[src/rtl/apb_req_arbiter.sv]
// apb_req_arbiter: round-robin arbiter sharing the apbMaster CPU port among NREQ requesters
module apb_req_arbiter #(
  parameter int NREQ    = 4,
  parameter int TIMEOUT = 255
) (
  input  logic                 PCLK,
  input  logic                 PRESET,
  input  logic [NREQ-1:0]      req_i,
  input  logic [NREQ*8-1:0]    req_sel_i,
  input  logic [NREQ*8-1:0]    req_addr_i,
  input  logic [NREQ*21-1:0]   req_data_i,
  output logic [NREQ-1:0]      gnt_o,
  output logic [NREQ-1:0]      done_o,
  output logic                 err_o,
  output logic [20:0]          rdata_o,
  output logic                 APBMASTERENABLE,
  output logic [7:0]           CPUSEL,
  output logic [7:0]           addr,
  output logic [20:0]          data,
  input  logic                 CPUPREADY,
  input  logic [20:0]          PRDATA
);
  localparam int PW = $clog2(NREQ);
  typedef enum logic [1:0] {IDLE, BUSY, DONE} state_t;
  state_t        state;
  logic [PW-1:0] ptr, win, nxt, idx;
  logic [7:0]    wd;
  // reverse scan so the requester closest to ptr (upward, wrapping) is the last to assign
  always_comb begin
    nxt = '0;
    idx = '0;
    for (int i = NREQ - 1; i >= 0; i--) begin
      idx = PW'((int'(ptr) + i) % NREQ);
      if (req_i[idx]) nxt = idx;
    end
  end
  always_ff @(posedge PCLK or negedge PRESET) begin
    if (!PRESET) begin
      state           <= IDLE;
      ptr             <= '0;
      win             <= '0;
      wd              <= '0;
      gnt_o           <= '0;
      done_o          <= '0;
      err_o           <= 1'b0;
      rdata_o         <= '0;
      APBMASTERENABLE <= 1'b0;
      CPUSEL          <= '0;
      addr            <= '0;
      data            <= '0;
    end else begin
      case (state)
        IDLE: if (|req_i) begin
          state           <= BUSY;
          win             <= nxt;
          wd              <= '0;
          gnt_o           <= NREQ'(1) << nxt;
          APBMASTERENABLE <= 1'b1;
          CPUSEL          <= 8'(req_sel_i >> (8 * nxt));
          addr            <= 8'(req_addr_i >> (8 * nxt));
          data            <= 21'(req_data_i >> (21 * nxt));
        end
        BUSY: if (CPUPREADY || (TIMEOUT != 0 && wd == 8'(TIMEOUT))) begin
          state           <= DONE;
          rdata_o         <= CPUPREADY ? PRDATA : '0;
          err_o           <= !CPUPREADY;
          gnt_o           <= '0;
          done_o          <= NREQ'(1) << win;
          APBMASTERENABLE <= 1'b0;
        end else begin
          wd <= wd + 8'd1;
        end
        default: begin
          state  <= IDLE;
          done_o <= '0;
          err_o  <= 1'b0;
          wd     <= '0;
          ptr    <= (int'(win) == NREQ - 1) ? '0 : win + 1'b1;
        end
      endcase
    end
  end
endmodule

[config.mk]
export PLATFORM = sky130hd
export DESIGN_NAME = apb_req_arbiter
export DESIGN_NICKNAME = d
export VERILOG_FILES = /design/src/rtl/apb_req_arbiter.sv
export SDC_FILE = /design/constraint.sdc
export NUM_CORES = 1
export LEC_CHECK = 0
export ABC_AREA = 1
export ABC_CLOCK_PERIOD_IN_PS = 1750
export CAP_MARGIN = 0
export CELL_PAD_IN_SITES_DETAIL_PLACEMENT = 1
export CELL_PAD_IN_SITES_GLOBAL_PLACEMENT = 1
export CORE_MARGIN = 5
export CORE_UTILIZATION = 25
export CTS_CLUSTER_SIZE = 8
export DETAILED_ROUTE_END_ITERATION = 10
export PLACE_DENSITY = 0.79
export SLEW_MARGIN = 40
export SYNTH_ARGS = -nofsm -noshare
export SYNTH_HDL_FRONTEND = slang
export SYNTH_SLANG_ARGS = --single-unit
[constraint.sdc]
create_clock -name PCLK -period 1.75 [get_ports PCLK]
set_input_delay 0.35 -clock PCLK [delete_from_list [all_inputs] [get_ports PCLK]]
set_output_delay 0.35 -clock PCLK [all_outputs]
set_load 0.02 [all_outputs]
# Yosys cells after proc, flatten, opt, wreduce, memory -nomap -nowiden
# Index checks and enable logic that the tools add are counted.
dict set report op_classes {
  mul 1
  muxes 30
  n_lt_le_gt_ge 4
  shifts 5
  bitwise_logic 1
  reduce_logical 12
  n_addsub 5
  n_eq_ne 6
}
# operator count
set op_table {}
lappend op_table {{84-bit by 7-bit right shift with 21-bit output} 1}
lappend op_table {{32-bit by 5-bit right shift with 8-bit output} 2}
lappend op_table {{21-bit two-way mux} 1}
lappend op_table {{8-bit two-way mux} 2}
lappend op_table {{4-bit case mux with 2 select lines} 2}
lappend op_table {{8-bit case mux with 2 select lines} 1}
lappend op_table {{2-bit two-way mux} 7}
lappend op_table {{2-bit by 3-bit less-than comparator with 1-bit output, second input constant} 4}
lappend op_table {{4-bit two-way mux} 3}
lappend op_table {{2-bit AND reduction} 5}
lappend op_table {{8-bit by 1-bit adder with 8-bit output, second input constant} 1}
lappend op_table {{1-bit binary-select mux with 2-bit select} 4}
lappend op_table {{8-bit == test, second input constant} 1}
lappend op_table {{1-bit by 2-bit << shifter with 4-bit output, first input constant} 2}
lappend op_table {{5-bit by 2-bit multiplier with 7-bit output, first input constant} 1}
lappend op_table {{1-bit two-way mux} 7}
lappend op_table {{2-bit inequality test, second input constant} 3}
lappend op_table {{2-bit by 1-bit adder with 2-bit output, second input constant} 2}
lappend op_table {{2-bit adder, second input constant} 2}
lappend op_table {{2-bit by 1-bit == test with 1-bit output, second input constant} 2}
lappend op_table {{1-bit case mux with 2 select lines} 2}
lappend op_table {{2-bit case mux with 2 select lines} 1}
lappend op_table {{4-bit OR reduction} 1}
lappend op_table {{3-bit AND reduction} 1}
lappend op_table {{6 further kinds} 6}
dict set report word_totals {
  output_inout_bits 68
  in_bits 176
  ff_bits 82
}

# Logic depth before layout (Yosys ltp)
# Gate-level depths: netlist of the first run.
dict set report depth {
  word_depth 10
  ltp_mapped 16
}

# Least setup slack after synthesis of the first run
# Ideal clock, no wire load.
dict set report synth_path {
  path_type {reg-to-reg}
  start {reg ptr[0]}
  end {reg addr[2]}
  setup_ps 117
  n_path_buf 3
  path_stages_with_launch 16
  path_slack_ps 68
  arrival_ps 1565
  cell_sequence {dfrtp_1 > buf_6 > inv_4 > nand2_2 > nand3_1 > nand2_1 > inv_2 > nand2_1 > nand2_2 > buf_6 > buf_2 > nand3_1 > nand3_1 > nand2_1 > nand2_1 > nand2_1}
}
dict set report synth_between {
  elab_chain_len 8
  elab_cells_between_ends 16
  classes_between {3 x add/sub; 1 x shift; 12 x mux}
}
# element line
set synth_lines {}
lappend synth_lines {{from (decl)} 26} ;# logic [PW-1:0] ptr, win, nxt, idx;
lappend synth_lines {{from (signal assigned)} 78} ;# ptr <= (int'(win) == NREQ - 1) ? '0 : win + 1'b1;
lappend synth_lines {{2-bit adder} 33} ;# idx = PW'((int'(ptr) + i) % NREQ);
lappend synth_lines {{1-bit binary-select mux with 2-bit select} 34} ;# if (req_i[idx]) nxt = idx;
lappend synth_lines {{1-bit two-way mux (implied by the code)} 34}
lappend synth_lines {{2-bit two-way mux (3 in series)} 34}
lappend synth_lines {{2-bit two-way mux *} 34}
lappend synth_lines {{32-bit by 5-bit right shift with 8-bit output *} 60} ;# addr <= 8'(req_addr_i >> (8 * nxt));
lappend synth_lines {{to (signal assigned)} 60}
lappend synth_lines {{to (decl)} 18} ;# output logic [7:0] addr,
# Every way passes the cells marked *; elsewhere a longest branch is shown, timed or not. The select of a mux whose other input is x is not followed.
# A chain may end at the register's enable or synchronous reset.

# Final worst setup path of the first run
dict set report layout_path {
  start {reg ptr[0]}
  end {reg addr[7]}
}
# Same word-level chain as after synthesis.

==> results of run 1 <==
[path summary, 6_finish.rpt]
kind | startpoint | endpoint | slack [ps] | depth (start not counted)
hold / removal | data[1] | data[1] | 470 | 2
min in group asynchronous | PRESET | state[1] | 510 | 2
setup / recovery | ptr[0] | addr[7] | -300 | 13
setup reg to reg | ptr[0] | addr[7] | -300 | 13
hold reg to reg | data[1] | data[1] | 470 | 2
max in group asynchronous | PRESET | data[5] | 660 | 3
[placed cells by master (no fill, tap or decap), types with 11 or more instances in the layout]
master,netlist,layout
clkbuf_16,0,13
nand3_2,1,55
inv_1,171,167
nand2_1,305,281
nand3_1,183,124
buf_4,2,34
buf_12,0,15
dfrtp_1,82,81
clkdlybuf4s50_1,0,231
nand2_2,4,19
nor2_1,12,11
[tightest hold or removal path: cells and delay by family (launching register included)]
| family | cells | cell delay (ps) |
|---|---|---|
| flops | 1 | 340 |
| simple gates | 2 | 90 |
[final cells by class]
| class | count | area share [%] |
|---|---|---|
| Tap cell | 275 | 3.59 |
| Inverter | 175 | 6.92 |
| Sequential cell | 82 | 21.5 |
| Multi-Input combinational cell | 541 | 30.2 |
| Clock inverter | 6 | 0.719 |
| Clock buffer | 9 | 2.35 |
| Timing Repair Buffer | 309 | 34.7 |
[flip-flops by register name, indices dropped and copies added, names as in the netlist]
name             cells
gnt_o                4
ptr                  2
win                  2
wd                   8
data                21
state                2
done_o               4
err_o                1
addr                 8
APBMASTERENABLE      1
rdata_o             21
CPUSEL               8
[metal layers]
layer | wire (um) | global-route usage (%) | vias to the layer above
met5 | 0 | 0 | -
met4 | 286 | 3.68 | 0
met3 | 1840 | 6.03 | 19
met2 | 11800 | 31.5 | 197
met1 | 9710 | 22.2 | 3104
li1 | - | - | 3101
[cell families after synthesis]
kind of cell,after synthesis,synth area share [%]
buf+inv,223,17.3
simple gates,511,40.5
flops,82,38.2
xor+xnor,3,0.489
compound gates,22,2.40
fa+ha+maj,5,1.16
[report_power, final]
group / switching [uW] / total (uW) / internal, uW
combinational: 7510 / 13300 / 5820
sequential: 524 / 3270 / 2740
clock: 812 / 1920 / 1100
total: 8850 / 18500 / 9660
[through the flow]
step / setup TNS [ps] / cells / worst slack [ps]
2_1_floorplan: 0 / 846 / 67.9
3_3_place_gp: -21310 / 1359 / -531
3_5_place_dp: -26900 / 1359 / -660
4_1_cts: -5020 / 1391 / -166
5_1_grt: -11040 / 1397 / -406
6_report: -6850 / 1397 / -296
[timing repair]
action,in CTS,in global routing
hold buffers,1,0
pin swaps,13,61
setup buffers,10,4
setup endpoints to repair,46,64
endpoints found under the hold margin,21,0
cloned,6,6
gates resized for setup,61,97
==> results.json, run 1 <==
{
  "slowest_delay_ps": 480,
  "drc": 0,
  "fill_cells": 2606,
  "yosysWarnings": 0,
  "regArea_um2": 2050,
  "ant_nets": 0,
  "cp_cell_sequence": "buf_6 -> nand2_4 -> nand3_4 -> nand2_4 -> nand3_4 -> nand3_4 -> buf_12 -> clkbuf_16 -> nand3_1 -> nand3_1 -> nand2_1 -> nand2_1 -> nand2_1",
  "hold_viol": 0,
  "ios": 244,
  "worst_slew_pin_slew_ps": 375,
  "power.total_uw": 18500,
  "grt_usage_pct": 18.2,
  "die_y_um": 157,
  "crit_family": "simple AND/OR/NAND/NOR gates",
  "layout-drive-gt1-share_pct": 16.6,
  "dr.pass1.iters": 4,
  "synthTopCellsByArea": "dfrtp_1, nand2_1, nand3_1",
  "ctsLongestPathBuffers": 2,
  "synth-seq-cells": 82,
  "synth_edf_count": 0,
  "synthFlopType": "dfrtp_1",
  "h-tree-depth": 3,
  "crit_type": "reg2reg",
  "period_needed_ps": 2050,
  "cts_num_sinks": 82,
  "drt_iter0_markers": 219,
  "synth_top_area_share_pct": 38.2,
  "avgViaCountPerCell": 4.60,
  "timing.fmax_ghz": 0.489,
  "row_count": 53,
  "yosysMostFrequentCell": "nand2_1",
  "yosysTopAreaCell": "dfrtp_1",
  "holdWs_ps": 468,
  "hpwl_um": 16500,
  "rsz0062_at_grt": "true",
  "crit_path_start_kind": "flop",
  "syn_nets": 1027,
  "fin_util_pct": 45.4,
  "finalMaxSlewViolations": 0,
  "start_util_pct": 25.5,
  "dpl_cell_area_um2": 8350,
  "numCtsBuffers": 9,
  "p_leak_uw": 0.00509,
  "die_w_um": 157,
  "multi_input_area_um2": 2900,
  "synth_area_um2": 5380,
  "synth.distinct_cells": 28,
  "antennaDiodeCount": 0,
  "violations": "negative setup slack",
  "grt_pass1_vias": 6671,
  "hold_path.class": "reg2reg",
  "post-route-cell-area_um2": 9570,
  "syn2layout_area_growth_pct": 78.0,
  "nets": 1299,
  "status": "complete, but fails checks",
  "slew_headroom_pct": 74.8,
  "ir_drop_uv": 969,
  "setup_viol": 42,
  "grt_max_degree": 43,
  "antenna_found_initial": 0,
  "synth.avg_cell_area_um2": 6.36,
  "gp_congestion": 0.893,
  "p_per_area_nw_per_um2": 1930,
  "insertion_delay_ps": 340,
  "path_max_fanout": 8,
  "critPathBufInv": 3,
  "postRouteWirelength_um": 23700,
  "clk_pin_slew_worst_paths_ps": 60,
  "ys_seq_area_share_pct": 38.2,
  "fin_crit_sh_pct": 117,
  "synth_commonest_cells": "nand2_1, nand3_1, inv_1",
  "vias": 6421,
  "synthArstFlopShare_pct": 100,
  "dieArea_um2": 24500,
  "slowest_stage": "dfrtp_2",
  "critical_path_arrival_ps": 2280,
  "coreArea_um2": 21100,
  "port_buffers": 243,
  "cts_tree": "done",
  "drv_cap": 0,
  "endpoint_kind": "flop",
  "required_ps": 1980,
  "avgRoutedWirePerCell_um": 16.9,
  "grt_pass1_wl_um": 35600,
  "syn_inst": 846,
  "cts_root_buffer": "clkbuf_16",
  "timing.final.ws_setup_ps": -296,
  "fin_worst_skew_ps": 9.63,
  "grt-ovfl-total": 0
}
No activity file was read; power rests on OpenSTA's default activity.
==> run 2: changes to the inputs <==
--- a/config.mk
+++ b/config.mk
@@ -10,6 +10,7 @@
 export CAP_MARGIN = 0
 export CELL_PAD_IN_SITES_DETAIL_PLACEMENT = 1
 export CELL_PAD_IN_SITES_GLOBAL_PLACEMENT = 1
+export CORE_ASPECT_RATIO = 1.4
 export CORE_MARGIN = 5
 export CORE_UTILIZATION = 25
 export CTS_CLUSTER_SIZE = 8
==> run 2 against run 1 <==
Effect of this change:
- the run still ends with negative setup slack left
- hold slack gained 0.69 ps
- clock skew shrank 1.6 ps
- fmax grew 5.4%
- global-route usage shrank 0.45 points
==> results.json, run 2 (synthesized netlist as in run 1, its figures left out) <==
{
  "ff2ff_setup_slack_ps": -190,
  "grt_usage_pct": 17.8,
  "cts_root_buffer": "clkbuf_16",
  "fin_worst_skew_ps": 8.01,
  "antenna_found_initial": 2,
  "timing.fmax_ghz": 0.515,
  "slowest_delay_ps": 430,
  "dieArea_um2": 24600,
  "sequentialPowerShare_pct": 17.4,
  "dr.pass1.iters": 4,
  "grt_max_degree": 51,
  "post-route-cell-area_um2": 9310,
  "layout_common_cells": "nand2_1, clkdlybuf4s50_1, nand3_1, inv_1, dfrtp_1",
  "cts_num_sinks": 82,
  "endpoint_kind": "flop",
  "fin_util_pct": 43.9,
  "fin_crit_sh_pct": 111,
  "vias": 6293,
  "cp_common_cell": "nand2_1",
  "cp_cell_sequence": "buf_4 -> nand2_4 -> nand3_4 -> buf_4 -> nand2_1 -> nand3_1 -> nand2_2 -> nand2_4 -> nand2_8 -> clkbuf_16 -> nand3_1 -> nand2_1 -> nand2_1 -> nand2_1",
  "p_int_uw": 9910,
  "crit_path_start_kind": "flop",
  "clkPwrFrac_pct": 12.0,
  "cp.depth": 14,
  "critPathBufInv": 3,
  "rsz0062_at_grt": "true",
  "rr_worst_depth": 14,
  "path_max_fanout": 6,
  "start_util_pct": 25.4,
  "h-tree-depth": 3,
  "worst_slew_pin_slew_ps": 406,
  "coreArea_um2": 21200,
  "ant_nets": 0,
  "timing.final.ws_setup_ps": -192,
  "finalMaxSlewViolations": 0,
  "avgViaCountPerCell": 4.56,
  "period_needed_ps": 1940,
  "setup_tns_ps": -6580,
  "crit_family": "simple AND/OR/NAND/NOR gates",
  "hold_path.class": "reg2reg",
  "die_y_um": 184,
  "setup_viol": 43,
  "pwr-share-comb_pct": 70.6,
  "die_w_um": 134,
  "hpwl_um": 16200,
  "avgRoutedWirePerCell_um": 17.1,
  "row_count": 63,
  "slew_headroom_pct": 72.9,
  "drv_cap": 0,
  "p_sw_uw": 8610,
  "ctsLongestPathBuffers": 2,
  "numCtsBuffers": 9,
  "p_per_area_nw_per_um2": 1990,
  "postRouteWirelength_um": 23500,
  "fill_cells": 2618,
  "grt_pass1_vias": 6611,
  "violations": "negative setup slack",
  "drc": 0,
  "hold_viol": 0,
  "syn2layout_area_growth_pct": 73.2,
  "regArea_um2": 2050,
  "crit_type": "reg2reg",
  "nets": 1294,
  "drt_iter0_markers": 220,
  "status": "complete, but fails checks",
  "cts_tree": "done",
  "clk_pin_slew_worst_paths_ps": 70,
  "critical_path_arrival_ps": 2220,
  "gp_congestion": 0.839,
  "multi_input_area_um2": 2620,
  "p_leak_uw": 0.00495,
  "grt-ovfl-total": 0,
  "ios": 244,
  "required_ps": 2030,
  "slowest_stage": "dfrtp_2",
  "swShare_pct": 46.5,
  "layout-drive-gt1-share_pct": 11.0,
  "mostFrequentLayoutCell": "nand2_1",
  "holdPathStages": 2,
  "preCtsSetupSlack_ps": -581,
  "ir_drop_uv": 848,
  "grt_pass1_wl_um": 34800,
  "port_buffers": 243,
  "reg.largest.list": "data (21), rdata_o (21)",
  "insertion_delay_ps": 340,
  "dpl_cell_area_um2": 8290
}
## run 2: cell types whose count changed in the layout (fill, tap and decap cells not counted), moves of 3 or more
| cell | previous run | this run |
|---|---|---|
| nand3_2 | 55 | 5 |
| dlygate4sd2_1 | 4 | 1 |
| clkdlybuf4s50_1 | 231 | 236 |
| nand2_2 | 19 | 10 |
| o21ai_2 | 3 | 0 |
| nand2_1 | 281 | 288 |
| nand3_1 | 124 | 175 |
## run 2: cell type report
class | instances | share of cell area, %
Antenna cell | 1 | 0.0269
Clock buffer | 10 | 2.46
Clock inverter | 6 | 1.24
Inverter | 175 | 7.19
Multi-Input combinational cell | 541 | 28.2
Sequential cell | 82 | 22.1
Tap cell | 260 | 3.49
Timing Repair Buffer | 304 | 35.4
## run 2: power groups by stage
stage | registers, uW | logic (uW) | clock network [uW]
finish | 3220 | 13100 | 2220
detailed placement | 3270 | 10600 | 0
floorplan | 4060 | 5490 | 0
global route | 3340 | 14200 | 2370
global placement | 3240 | 10400 | 0
CTS | 3250 | 12000 | 2300
## run 2: worst reg2reg max path, cell delays in order (launching register included)
cell and delay (ps):
dfrtp_2 430, buf_4 170, nand2_4 80, nand3_4 90
buf_4 140, nand2_1 50, nand3_1 90, nand2_2 160
nand2_4 90, nand2_8 140, clkbuf_16 190, nand3_1 80
nand2_1 70, nand2_1 50, nand2_1 60
## run 2: path summary, 6_finish.rpt
kind,from,end
max in group asynchronous,PRESET,addr[1]
min in group asynchronous,PRESET,wd[7]
hold reg to reg,rdata_o[0],rdata_o[0]
setup / recovery,ptr[0],data[5]
setup reg to reg,ptr[0],data[5]
hold / removal,rdata_o[0],rdata_o[0]
## run 2: layer usage
metal,wire [um],track usage [%]
met5,13,0
met2,12700,33.5
met3,1370,4.16
met4,769,6.92
met1,8650,19.0
## run 2: repair_timing
item / CTS / global route
resized for setup: 20 / 60
endpoints found under the hold margin: 24 / 0
hold buffers: 1 / 0
pin swaps: 3 / 19
cloned: 5 / 7
buffers inserted: 5 / 8
setup endpoints to repair: 46 / 75
## run 2: per-stage QoR
stage               std cells  hold WS [ps]  power (uW)
finish                   1379           468       18500
global route             1379           495       19900
CTS                      1364           473       17600
detailed placement       1337           307       13900
global placement         1337           305       13600
floorplan                 846          54.4        9550
